$ cat config.mk
export PLATFORM = sky130hd
export DESIGN_NAME = ysyx_210184_mem_arbiter
export DESIGN_NICKNAME = d
export VERILOG_FILES = /design/src/rtl/ysyx_210184_mem_arbiter_pkg.sv /design/src/rtl/ysyx_210184_arb_starve_cnt.sv /design/src/rtl/ysyx_210184_mem_arbiter.sv
export SDC_FILE = /design/constraint.sdc
export NUM_CORES = 1
export LEC_CHECK = 0
export CAP_MARGIN = 10
export CORE_AREA = 2 2 197 199
export DETAILED_ROUTE_END_ITERATION = 6
export DIE_AREA = 0 0 199 201
export GPL_ROUTABILITY_DRIVEN = 0
export PLACE_DENSITY = 0.65
export SYNTH_ARGS = -nofsm -noshare
export SYNTH_HDL_FRONTEND = slang
export SYNTH_HIERARCHICAL = 1
export SYNTH_SLANG_ARGS = --single-unit
$ cat constraint.sdc
create_clock -name i_clk -period 2.7 [get_ports i_clk]
set_input_delay 0.405 -clock i_clk [delete_from_list [all_inputs] [get_ports i_clk]]
set_output_delay 0.405 -clock i_clk [all_outputs]
set_load 0.03 [all_outputs]
$ cat src/rtl/ysyx_210184_mem_arbiter_pkg.sv
// ----------------------------------------------------------------------------
// ysyx_210184_mem_arbiter_pkg
// Shared definitions for the IF/MEM memory-bus arbiter: FSM state encoding and
// the fixed widths of the instruction word and the byte-enable mask.
// ----------------------------------------------------------------------------
package ysyx_210184_mem_arbiter_pkg;

    localparam int REG_BUS = 64;   // default bus data width
    localparam int INS_BUS = 32;   // instruction word width
    localparam int MASK_W  = 8;    // byte-enable mask width

    typedef enum logic [1:0] {
        ST_IDLE     = 2'd0,
        ST_IF_BUSY  = 2'd1,
        ST_MEM_BUSY = 2'd2,
        ST_RESP     = 2'd3
    } arb_state_e;

endpackage

$ cat src/rtl/ysyx_210184_arb_starve_cnt.sv
// ----------------------------------------------------------------------------
// ysyx_210184_arb_starve_cnt
// Saturating counter of consecutive MEM grants made while IF was waiting.
// Ports:
//   i_clk, i_rst_n : clock, asynchronous active-low reset
//   i_inc          : count one MEM grant (holds once the limit is reached)
//   i_clr          : clear to zero (wins over i_inc)
//   o_at_limit     : counter equals LIMIT, IF must win the next arbitration
// ----------------------------------------------------------------------------
module ysyx_210184_arb_starve_cnt
    import ysyx_210184_mem_arbiter_pkg::*;
#(
    parameter int LIMIT = 4
) (
    input  logic i_clk,
    input  logic i_rst_n,
    input  logic i_inc,
    input  logic i_clr,
    output logic o_at_limit
);

    logic [3:0] r_cnt;

    assign o_at_limit = (r_cnt == 4'(LIMIT));

    always_ff @(posedge i_clk or negedge i_rst_n) begin
        if (!i_rst_n) begin
            r_cnt <= '0;
        end else if (i_clr) begin
            r_cnt <= '0;
        end else if (i_inc && !o_at_limit) begin
            r_cnt <= r_cnt + 4'd1;
        end
    end

endmodule

$ cat src/rtl/ysyx_210184_mem_arbiter.sv
// ----------------------------------------------------------------------------
// ysyx_210184_mem_arbiter
// Shares the single core-side memory bus between instruction fetch (IF) and
// the MEM-stage load/store port. MEM has priority; a starvation counter forces
// an IF grant after STARVE_LIMIT consecutive MEM grants with IF waiting.
// The granted command is registered and held until the bus completes, then a
// one-cycle valid pulse is returned to the winner.
// Ports:
//   i_clk, i_rst_n               : clock, asynchronous active-low reset
//   i_if_req/i_if_addr           : fetch request (level) and address
//   o_if_valid/o_if_rdata        : fetch done pulse, selected 32-bit word
//   i_mem_req/we/addr/wdata/wmask: load/store request (level) and payload
//   o_mem_valid/o_mem_rdata      : load/store done pulse, raw 64-bit data
//   o_bus_*                      : command to the AXI bridge
//   i_bus_r_data/r_ready/w_ready : bridge response
//   o_busy                       : arbiter not idle
// ----------------------------------------------------------------------------
module ysyx_210184_mem_arbiter
    import ysyx_210184_mem_arbiter_pkg::*;
#(
    parameter int ADDR_W       = 64,
    parameter int DATA_W       = REG_BUS,
    parameter int STARVE_LIMIT = 4
) (
    input  logic                i_clk,
    input  logic                i_rst_n,
    input  logic                i_if_req,
    input  logic [ADDR_W-1:0]   i_if_addr,
    output logic                o_if_valid,
    output logic [INS_BUS-1:0]  o_if_rdata,
    input  logic                i_mem_req,
    input  logic                i_mem_we,
    input  logic [ADDR_W-1:0]   i_mem_addr,
    input  logic [DATA_W-1:0]   i_mem_wdata,
    input  logic [MASK_W-1:0]   i_mem_wmask,
    output logic                o_mem_valid,
    output logic [DATA_W-1:0]   o_mem_rdata,
    output logic                o_bus_r_ena,
    output logic                o_bus_w_ena,
    output logic [ADDR_W-1:0]   o_bus_addr,
    output logic [DATA_W-1:0]   o_bus_w_data,
    output logic [MASK_W-1:0]   o_bus_w_mask,
    input  logic [DATA_W-1:0]   i_bus_r_data,
    input  logic                i_bus_r_ready,
    input  logic                i_bus_w_ready,
    output logic                o_busy
);

    arb_state_e          r_state;
    arb_state_e          w_state_nxt;
    logic                r_bus_r_ena;
    logic                r_bus_w_ena;
    logic [ADDR_W-1:0]   r_bus_addr;
    logic [DATA_W-1:0]   r_bus_w_data;
    logic [MASK_W-1:0]   r_bus_w_mask;
    logic [INS_BUS-1:0]  r_if_rdata;
    logic [DATA_W-1:0]   r_mem_rdata;
    logic                r_if_valid;
    logic                r_mem_valid;

    logic w_idle;
    logic w_at_limit;
    logic w_grant_mem;
    logic w_grant_if;
    logic w_done;

    assign w_idle      = (r_state == ST_IDLE);
    assign w_grant_mem = i_mem_req && !(i_if_req && w_at_limit);
    assign w_grant_if  = i_if_req && !w_grant_mem;
    // Only the ready matching the outstanding command type completes it;
    // IF commands are always reads, so r_bus_w_ena is 0 for them.
    assign w_done      = r_bus_w_ena ? i_bus_w_ready : i_bus_r_ready;

    ysyx_210184_arb_starve_cnt #(
        .LIMIT (STARVE_LIMIT)
    ) u_starve_cnt (
        .i_clk      (i_clk),
        .i_rst_n    (i_rst_n),
        .i_inc      (w_idle && w_grant_mem && i_if_req),
        .i_clr      (w_idle && (w_grant_if || !i_if_req)),
        .o_at_limit (w_at_limit)
    );

    always_ff @(posedge i_clk or negedge i_rst_n) begin
        if (!i_rst_n) begin
            r_state <= ST_IDLE;
        end else begin
            r_state <= w_state_nxt;
        end
    end

    always_comb begin
        w_state_nxt = r_state;
        case (r_state)
            ST_IDLE: begin
                if (w_grant_mem) begin
                    w_state_nxt = ST_MEM_BUSY;
                end else if (w_grant_if) begin
                    w_state_nxt = ST_IF_BUSY;
                end
            end
            ST_IF_BUSY, ST_MEM_BUSY: begin
                if (w_done) begin
                    w_state_nxt = ST_RESP;
                end
            end
            ST_RESP: w_state_nxt = ST_IDLE;
            default: w_state_nxt = ST_IDLE;
        endcase
    end

    always_ff @(posedge i_clk or negedge i_rst_n) begin
        if (!i_rst_n) begin
            r_bus_r_ena  <= 1'b0;
            r_bus_w_ena  <= 1'b0;
            r_bus_addr   <= '0;
            r_bus_w_data <= '0;
            r_bus_w_mask <= '0;
            r_if_rdata   <= '0;
            r_mem_rdata  <= '0;
            r_if_valid   <= 1'b0;
            r_mem_valid  <= 1'b0;
        end else begin
            r_if_valid  <= 1'b0;
            r_mem_valid <= 1'b0;
            case (r_state)
                ST_IDLE: begin
                    if (w_grant_mem) begin
                        r_bus_addr   <= i_mem_addr;
                        r_bus_w_data <= i_mem_wdata;
                        r_bus_w_mask <= i_mem_wmask;
                        r_bus_w_ena  <= i_mem_we;
                        r_bus_r_ena  <= !i_mem_we;
                    end else if (w_grant_if) begin
                        r_bus_addr   <= i_if_addr;
                        r_bus_w_data <= '0;
                        r_bus_w_mask <= '0;
                        r_bus_w_ena  <= 1'b0;
                        r_bus_r_ena  <= 1'b1;
                    end
                end
                ST_IF_BUSY: begin
                    if (w_done) begin
                        r_bus_r_ena <= 1'b0;
                        r_if_rdata  <= r_bus_addr[2] ? i_bus_r_data[63:32]
                                                     : i_bus_r_data[31:0];
                        r_if_valid  <= 1'b1;
                    end
                end
                ST_MEM_BUSY: begin
                    if (w_done) begin
                        r_bus_r_ena <= 1'b0;
                        r_bus_w_ena <= 1'b0;
                        // Stores carry no read data; keep the last load value.
                        if (!r_bus_w_ena) begin
                            r_mem_rdata <= i_bus_r_data;
                        end
                        r_mem_valid <= 1'b1;
                    end
                end
                default: ;
            endcase
        end
    end

    assign o_bus_r_ena  = r_bus_r_ena;
    assign o_bus_w_ena  = r_bus_w_ena;
    assign o_bus_addr   = r_bus_addr;
    assign o_bus_w_data = r_bus_w_data;
    assign o_bus_w_mask = r_bus_w_mask;
    assign o_if_rdata   = r_if_rdata;
    assign o_mem_rdata  = r_mem_rdata;
    assign o_if_valid   = r_if_valid;
    assign o_mem_valid  = r_mem_valid;
    assign o_busy       = !w_idle;

endmodule

==> flow_metrics.py, run 1 <==
metrics = {
    "status": {
        "outcome": "completed",
    },
    "critical_path": {
        "critPathCaptureType": "primary output",
        "crit_buf_inv": 1,
        "critPathMaxFanout": 9,
        "cpPeakStageDelay_ns": 0.80,
        "r2r_end": "o_bus_w_data[36]",
        "rr_startpoint": "u_starve_cnt/r_cnt[0]",
        "crit_type": "register to primary output",
        "crit_arrival_ns": 1.95,
        "path_cells": "clkdlybuf4s50_1",
        "crit_slowest_cell": "clkdlybuf4s50_1",
        "r2r_slack_ns": 0.65,
        "reg2reg_depth": 8,
        "cp_top_family": "buffers and inverters",
        "crit_start": "o_bus_addr[2]",
        "cp-start-kind": "register",
        "crit_required_ns": 2.30,
    },
    "timing": {
        "tightest_slew_ns": 0.746,
        "relSlewSlack_pct": 50.1,
        "slew_viol_final": 0,
        "grt_setup_unrepaired": "no",
        "fin_ws_ns": 0.347,
        "period_minus_slack_ns": 2.35,
        "period_share_pct": 87.1,
        "skew_ns": 0.0195,
        "setup_viol_count_final": 0,
        "hold_viol": 0,
        "tns_ns": 0,
        "fmax_ghz": 0.425,
    },
    "grt": {
        "grt_pass1_wl_um": 50300,
        "grt_pass1_vias": 8317,
        "grt_overflow_total": 0,
        "grt_max_degree": 66,
        "antenna_found_initial": 0,
        "grt.total_usage_pct": 16.4,
    },
    "power_and_ir_drop": {
        "total_power_mw": 21.4,
        "p_per_area_mw_per_mm2": 1270,
        "vdd_drop_max_mv": 0.778,
        "p_leak_nw": 7.39,
    },
    "clock_tree": {
        "clk_pin_slew_worst_paths_ns": 0.06,
        "numCtsBuffers": 28,
        "clock_sinks": 242,
        "clk_latency_ns": 0.55,
        "cts_tree": "yes",
        "clock_path_buffers": 3,
        "clockRootBuffer": "clkbuf_16",
        "h-tree-depth": 1,
    },
    "finish": {
        "fill_cells": 3596,
        "final_layout_size_suffix_gt1_share_pct": 16.4,
        "multi_input_comb_area_mm2": 0.00378,
        "seq_area_mm2": 0.00606,
        "fin_util_pct": 44.2,
        "antenna_cells": 0,
        "area_delta_synth_final_pct": 65.5,
        "nets": 1528,
    },
    "synth": {
        "yosys.area_share.simple_pct": 3.58,
        "synthMuxAreaShare_pct": 21.7,
        "yosys.area.top_type": "dfrtp_1",
        "yosysSeqAreaShare_pct": 59.6,
        "synth_top_cell_area_share_pct": 59.6,
        "synth-edff-count": 0,
        "synthAdderAreaFrac_pct": 0.861,
        "ys_types": 39,
        "ys_async_sr_fraction_pct": 100,
        "synth_top_family_by_area": "multiplexers",
        "syn_nets": 1017,
        "synthFlopType": "dfrtp_1",
        "synth_xor_area_share_pct": 0,
        "avgSynthCellArea_um2": 13.8,
        "syn_inst": 739,
        "ys_top_cells_by_area": "dfrtp_1, mux2_2, mux2i_1",
        "synth_area_mm2": 0.0102,
        "synth_compound_gate_area_share_pct": 10.8,
        "synth_seq_cells": 242,
        "yosys-top-cells-count": "dfrtp_1, mux2_2, a22o_1",
        "yosys_warnings": 6,
        "synth_most_common_cell": "dfrtp_1",
    },
    "floorplanning": {
        "fp.dieW_um": 199,
        "core-area_mm2": 0.0381,
        "dieArea_mm2": 0.0400,
        "die-height_um": 201,
        "ios": 508,
        "start_util_pct": 26.7,
        "rows": 72,
    },
    "place": {
        "dp_hpwl_um": 25800,
        "io_buffers": 507,
        "dpl_worst_slack_ns": 0.470,
    },
    "worst_hold_path": {
        "hp-class": "primary input to asynchronous set/reset pin",
    },
    "job": {
        "max_cap_violations": 0,
    },
    "routing": {
        "ant_nets": 0,
        "drt-wirelength-per-cell_um": 18.8,
        "drt_wl_total_um": 33600,
        "vias": 7898,
        "drc": 0,
        "vias_per_cell": 4.41,
        "first_pass_iters": 4,
        "drt_iter0_drc": 160,
    },
}
[layout make-up]
cell class,count,area share [%]
clock buffer,39,4.77
timing repair buffer,532,32.0
inverter,7,0.156
tap,518,3.85
clock inverter,12,0.758
sequential,242,36.0
multi-input combinational,439,22.5
[worst max-delay path by stage]
| stage | endpoint | slack [ns] | depth (start not counted) |
|---|---|---|---|
| 2_1_floorplan | u_starve_cnt/r_cnt[3] | 0.72 | 9 |
| 3_3_place_gp | u_starve_cnt/r_cnt[3] | 0.52 | 6 |
| 3_5_place_dp | o_bus_w_data[36] | 0.47 | 5 |
| 4_1_cts | o_busy | 0.03 | 4 |
| 5_1_grt | o_bus_addr[2] | 0.25 | 1 |
| 6_report | o_bus_addr[2] | 0.35 | 1 |
[power by group]
| part | switching [mW] | internal (mW) | leakage [nW] |
|---|---|---|---|
| clock network | 1.52 | 2.26 | 0.461 |
| logic | 6.13 | 5.14 | 3.95 |
| registers | 0.979 | 5.35 | 2.98 |
[through the flow]
step,cell area [um2],cells,hold WS [ns]
final,16800,1789,0.403
after global routing,16800,1789,0.443
after CTS,16800,1789,0.399
after detailed placement,15900,1737,0.398
after global placement,15900,1737,0.407
after floorplan,10200,739,0.109
[per-layer routing]
metal	global-route usage (%)	vias to the layer above	routed length [um]
li1	-	3702	-
met1	18.5	3775	12900
met2	28.8	362	16400
met3	4.67	59	2970
met4	6.74	0	1300
met5	0	-	0
[registers in the layout (all words and copies together) (netlist names)]
| signal | cells |
|---|---|
| r_state | 2 |
| o_bus_w_data | 64 |
| u_starve_cnt/r_cnt | 4 |
| o_mem_valid | 1 |
| o_bus_addr | 64 |
| o_bus_w_mask | 8 |
| o_bus_r_ena | 1 |
| o_mem_rdata | 64 |
| o_if_valid | 1 |
| o_if_rdata | 32 |
| o_bus_w_ena | 1 |
[kinds of logic after synthesis]
| logic type | Yosys count |
|---|---|
| buffers and inverters | 58 |
| multiplexers | 194 |
| AO/OA/AOI/OAI | 156 |
| flip-flops | 242 |
| AND/OR/NAND/NOR | 82 |
| adder cells (fa/ha/maj) | 7 |
[what timing repair did]
item,4_1_cts,5_1_grt
resized for setup,0,1
hold endpoints to repair,53,0
setup endpoints to repair,0,1
hold buffers,1,0
buffers inserted,0,0
[placed cells by master (no fill, tap or decap), types with 2 or more instances in the layout]
cell type / instances
nand3_1: 3
mux2i_1: 66
a22o_1: 72
ha_1: 7
inv_1: 6
buf_4: 15
nand2_1: 66
buf_12: 9
clkinv_2: 7
a21oi_1: 6
o21ai_1: 50
mux2_2: 99
clkdlybuf4s50_1: 505
a211o_1: 2
clkbuf_16: 28
bufinv_16: 2
nand3b_1: 2
clkbuf_1: 5
dfrtp_1: 242
o211a_1: 2
o21ai_0: 15
clkbuf_8: 6
a21o_2: 2
mux2_4: 29
Power figures use the tool's default switching activity.
==> run 2: changes to the inputs <==
ABC_AREA = 1   (was default)
CORE_AREA = 2 2 195 197   (was 2 2 197 199)
DIE_AREA = 0 0 197 199   (was 0 0 199 201)
PLACE_DENSITY = 0.68   (was 0.65)
==> run 2 against run 1 <==
- sequential share of layout area shrank 1.1 points
- sequential cell count is the same
- critical path depth unchanged
- critical path type unchanged
==> flow_metrics.py, run 2 <==
metrics = {
    "finish": {
        "antenna_cells": 0,
        "final_layout_size_suffix_gt1_share_pct": 6.21,
        "area_delta_synth_final_pct": 60.2,
        "nets": 2043,
        "final_common_cell": "clkdlybuf4s50_1",
        "fin_util_pct": 46.8,
        "final_cell_mix": "clkdlybuf4s50_1, nand2_1, dfrtp_1, o21ai_0, inv_1",
    },
    "clock_tree": {
        "clk_pin_slew_worst_paths_ns": 0.06,
        "h-tree-depth": 1,
        "clk_latency_ns": 0.55,
        "clockRootBuffer": "clkbuf_16",
        "numCtsBuffers": 28,
        "clock_sinks": 242,
        "clock_path_buffers": 3,
        "cts_tree": "yes",
    },
    "synth": {
        "ys_async_sr_fraction_pct": 100,
        "synth_top_family_by_area": "simple AND/OR/NAND/NOR gates",
        "avgSynthCellArea_um2": 8.42,
        "synth_compound_gate_area_share_pct": 11.1,
        "synthFlopType": "dfrtp_1",
        "yosys.area.top_type": "dfrtp_1",
        "synth_top_cell_area_share_pct": 55.9,
        "yosys-top-cells-count": "nand2_1, dfrtp_1, o21ai_0",
        "synthAdderAreaFrac_pct": 0.808,
        "synthMuxAreaShare_pct": 3.32,
        "yosysSeqAreaShare_pct": 55.9,
        "syn_nets": 1566,
        "synth_most_common_cell": "nand2_1",
        "ys_types": 23,
        "synth_seq_cells": 242,
        "yosys_warnings": 6,
        "yosys.area_share.simple_pct": 18.8,
        "synth_area_mm2": 0.0108,
        "synth-edff-count": 0,
        "ys_top_cells_by_area": "dfrtp_1, nand2_1, o21ai_0",
        "syn_inst": 1288,
        "synth_xor_area_share_pct": 0,
    },
    "power_and_ir_drop": {
        "power_frac_seq_pct": 29.5,
        "vdd_drop_max_mv": 0.700,
        "p_per_area_mw_per_mm2": 1210,
        "swShare_pct": 43.1,
        "combPwrFrac_pct": 51.2,
        "clkPwrFrac_pct": 19.3,
        "p_int_mw": 12.0,
        "switchingPower_mw": 9.06,
        "p_leak_nw": 7.99,
    },
    "timing": {
        "skew_ns": 0.0217,
        "whs_ns": 0.382,
        "hold_viol": 0,
        "period_share_pct": 83.3,
        "grt_setup_unrepaired": "no",
        "fmax_ghz": 0.445,
        "tightest_slew_ns": 0.807,
        "setup_viol_count_final": 0,
        "period_minus_slack_ns": 2.25,
        "slew_viol_final": 0,
        "tns_ns": 0,
        "relSlewSlack_pct": 46.2,
    },
    "job": {
        "max_cap_violations": 0,
    },
    "routing": {
        "drt-wirelength-per-cell_um": 15.5,
        "vias": 10200,
        "ant_nets": 0,
        "first_pass_iters": 5,
        "vias_per_cell": 4.49,
        "drt_wl_total_um": 35200,
        "drc": 0,
        "drt_iter0_drc": 400,
    },
    "critical_path": {
        "crit_arrival_ns": 1.84,
        "crit_slowest_cell": "clkdlybuf4s50_1",
        "path_cells": "clkdlybuf4s50_1",
        "critPathCaptureType": "primary output",
        "crit_required_ns": 2.30,
        "cp_top_family": "buffers and inverters",
        "cp-start-kind": "register",
        "crit_buf_inv": 1,
        "critPathMaxFanout": 2,
        "cpPeakStageDelay_ns": 0.93,
        "crit_type": "register to primary output",
    },
    "floorplanning": {
        "rows": 71,
        "fp.dieW_um": 197,
        "start_util_pct": 29.2,
        "core-area_mm2": 0.0371,
        "ios": 508,
        "dieArea_mm2": 0.0392,
        "die-height_um": 199,
    },
    "place": {
        "io_buffers": 507,
        "dp_hpwl_um": 26200,
    },
    "grt": {
        "grt_max_degree": 147,
        "grt_pass1_wl_um": 53700,
        "grt.total_usage_pct": 17.1,
        "grt_pass1_vias": 9870,
        "antenna_found_initial": 0,
        "grt_overflow_total": 0,
    },
    "worst_hold_path": {
        "hp-class": "primary input to asynchronous set/reset pin",
    },
    "status": {
        "outcome": "completed",
    },
}
[run 2: cell count changes after synthesis, sizes merged, moves of 15 or more]
cell | before | now
nand2 | 66 | 410
inv | 7 | 187
o21ai | 66 | 238
mux2 | 128 | 32
nand3 | 3 | 81
a22o | 72 | 0
mux2i | 66 | 0
clkbuf | 12 | 27
[run 2: final timing paths]
check	start	endpoint	slack, ns	cells after the start
max	o_bus_r_ena	o_bus_r_ena	0.45	1
min	i_rst_n	o_mem_rdata[40]	0.38	2
max reg2reg	u_starve_cnt/r_cnt[0]	o_bus_addr[16]	0.54	10
min reg2reg	o_mem_rdata[4]	o_mem_rdata[4]	0.48	2
max in group asynchronous	i_rst_n	o_bus_addr[43]	1.53	3
min in group i_clk	i_mem_wdata[56]	o_bus_w_data[56]	0.42	3
[run 2: cell type report]
class                           instances  area (um2)
Clock buffer                           38         810
Clock inverter                         14         194
Fill cell                            3504       19800
Inverter                              187         704
Multi-Input combinational cell        782        3710
Sequential cell                       242        6060
Tap cell                              474         593
Timing Repair Buffer                  524        5300
[run 2: what timing repair did]
item | in CTS | in global routing
resized for setup | 0 | 1
endpoints found under the setup margin | 0 | 1
endpoints found under the hold margin | 52 | 0
setup buffers | 0 | 0
hold buffers | 1 | 0
[run 2: metrics by stage]
step                power (mW)  instances  cell area [um2]  setup slack (ns)
floorplan                 12.2       1288            10800             0.766
global placement          16.9       2208            16400             0.583
detailed placement        17.0       2208            16400             0.506
CTS                       21.2       2261            17400            0.0502
global route              22.3       2261            17400             0.306
finish                    21.0       2261            17400             0.452
[run 2: cell families (layout without fill, tap and decap cells)]
family / after synthesis / count (layout)
simple gates: 503 / 503
fa+ha+maj: 7 / 7
compound gates: 240 / 240
flops: 242 / 242
mux: 32 / 32
buf+inv: 264 / 763
[run 2: power by group through the flow]
stage	combinational, mW	sequential, mW	clock [mW]
after CTS	10.8	6.22	4.17
after detailed placement	10.8	6.24	0
final	10.8	6.21	4.06
after floorplan	2.96	9.28	0
after global placement	10.7	6.18	0
after global routing	11.5	6.42	4.31
[run 2: metal layers]
layer / wire length, um / up-vias / GRT usage (%)
met5: 0 / - / 0
met4: 1020 / 0 / 5.85
met3: 2830 / 54 / 4.46
met2: 16800 / 378 / 29.4
met1: 14500 / 4748 / 20.9
li1: - / 4975 / -
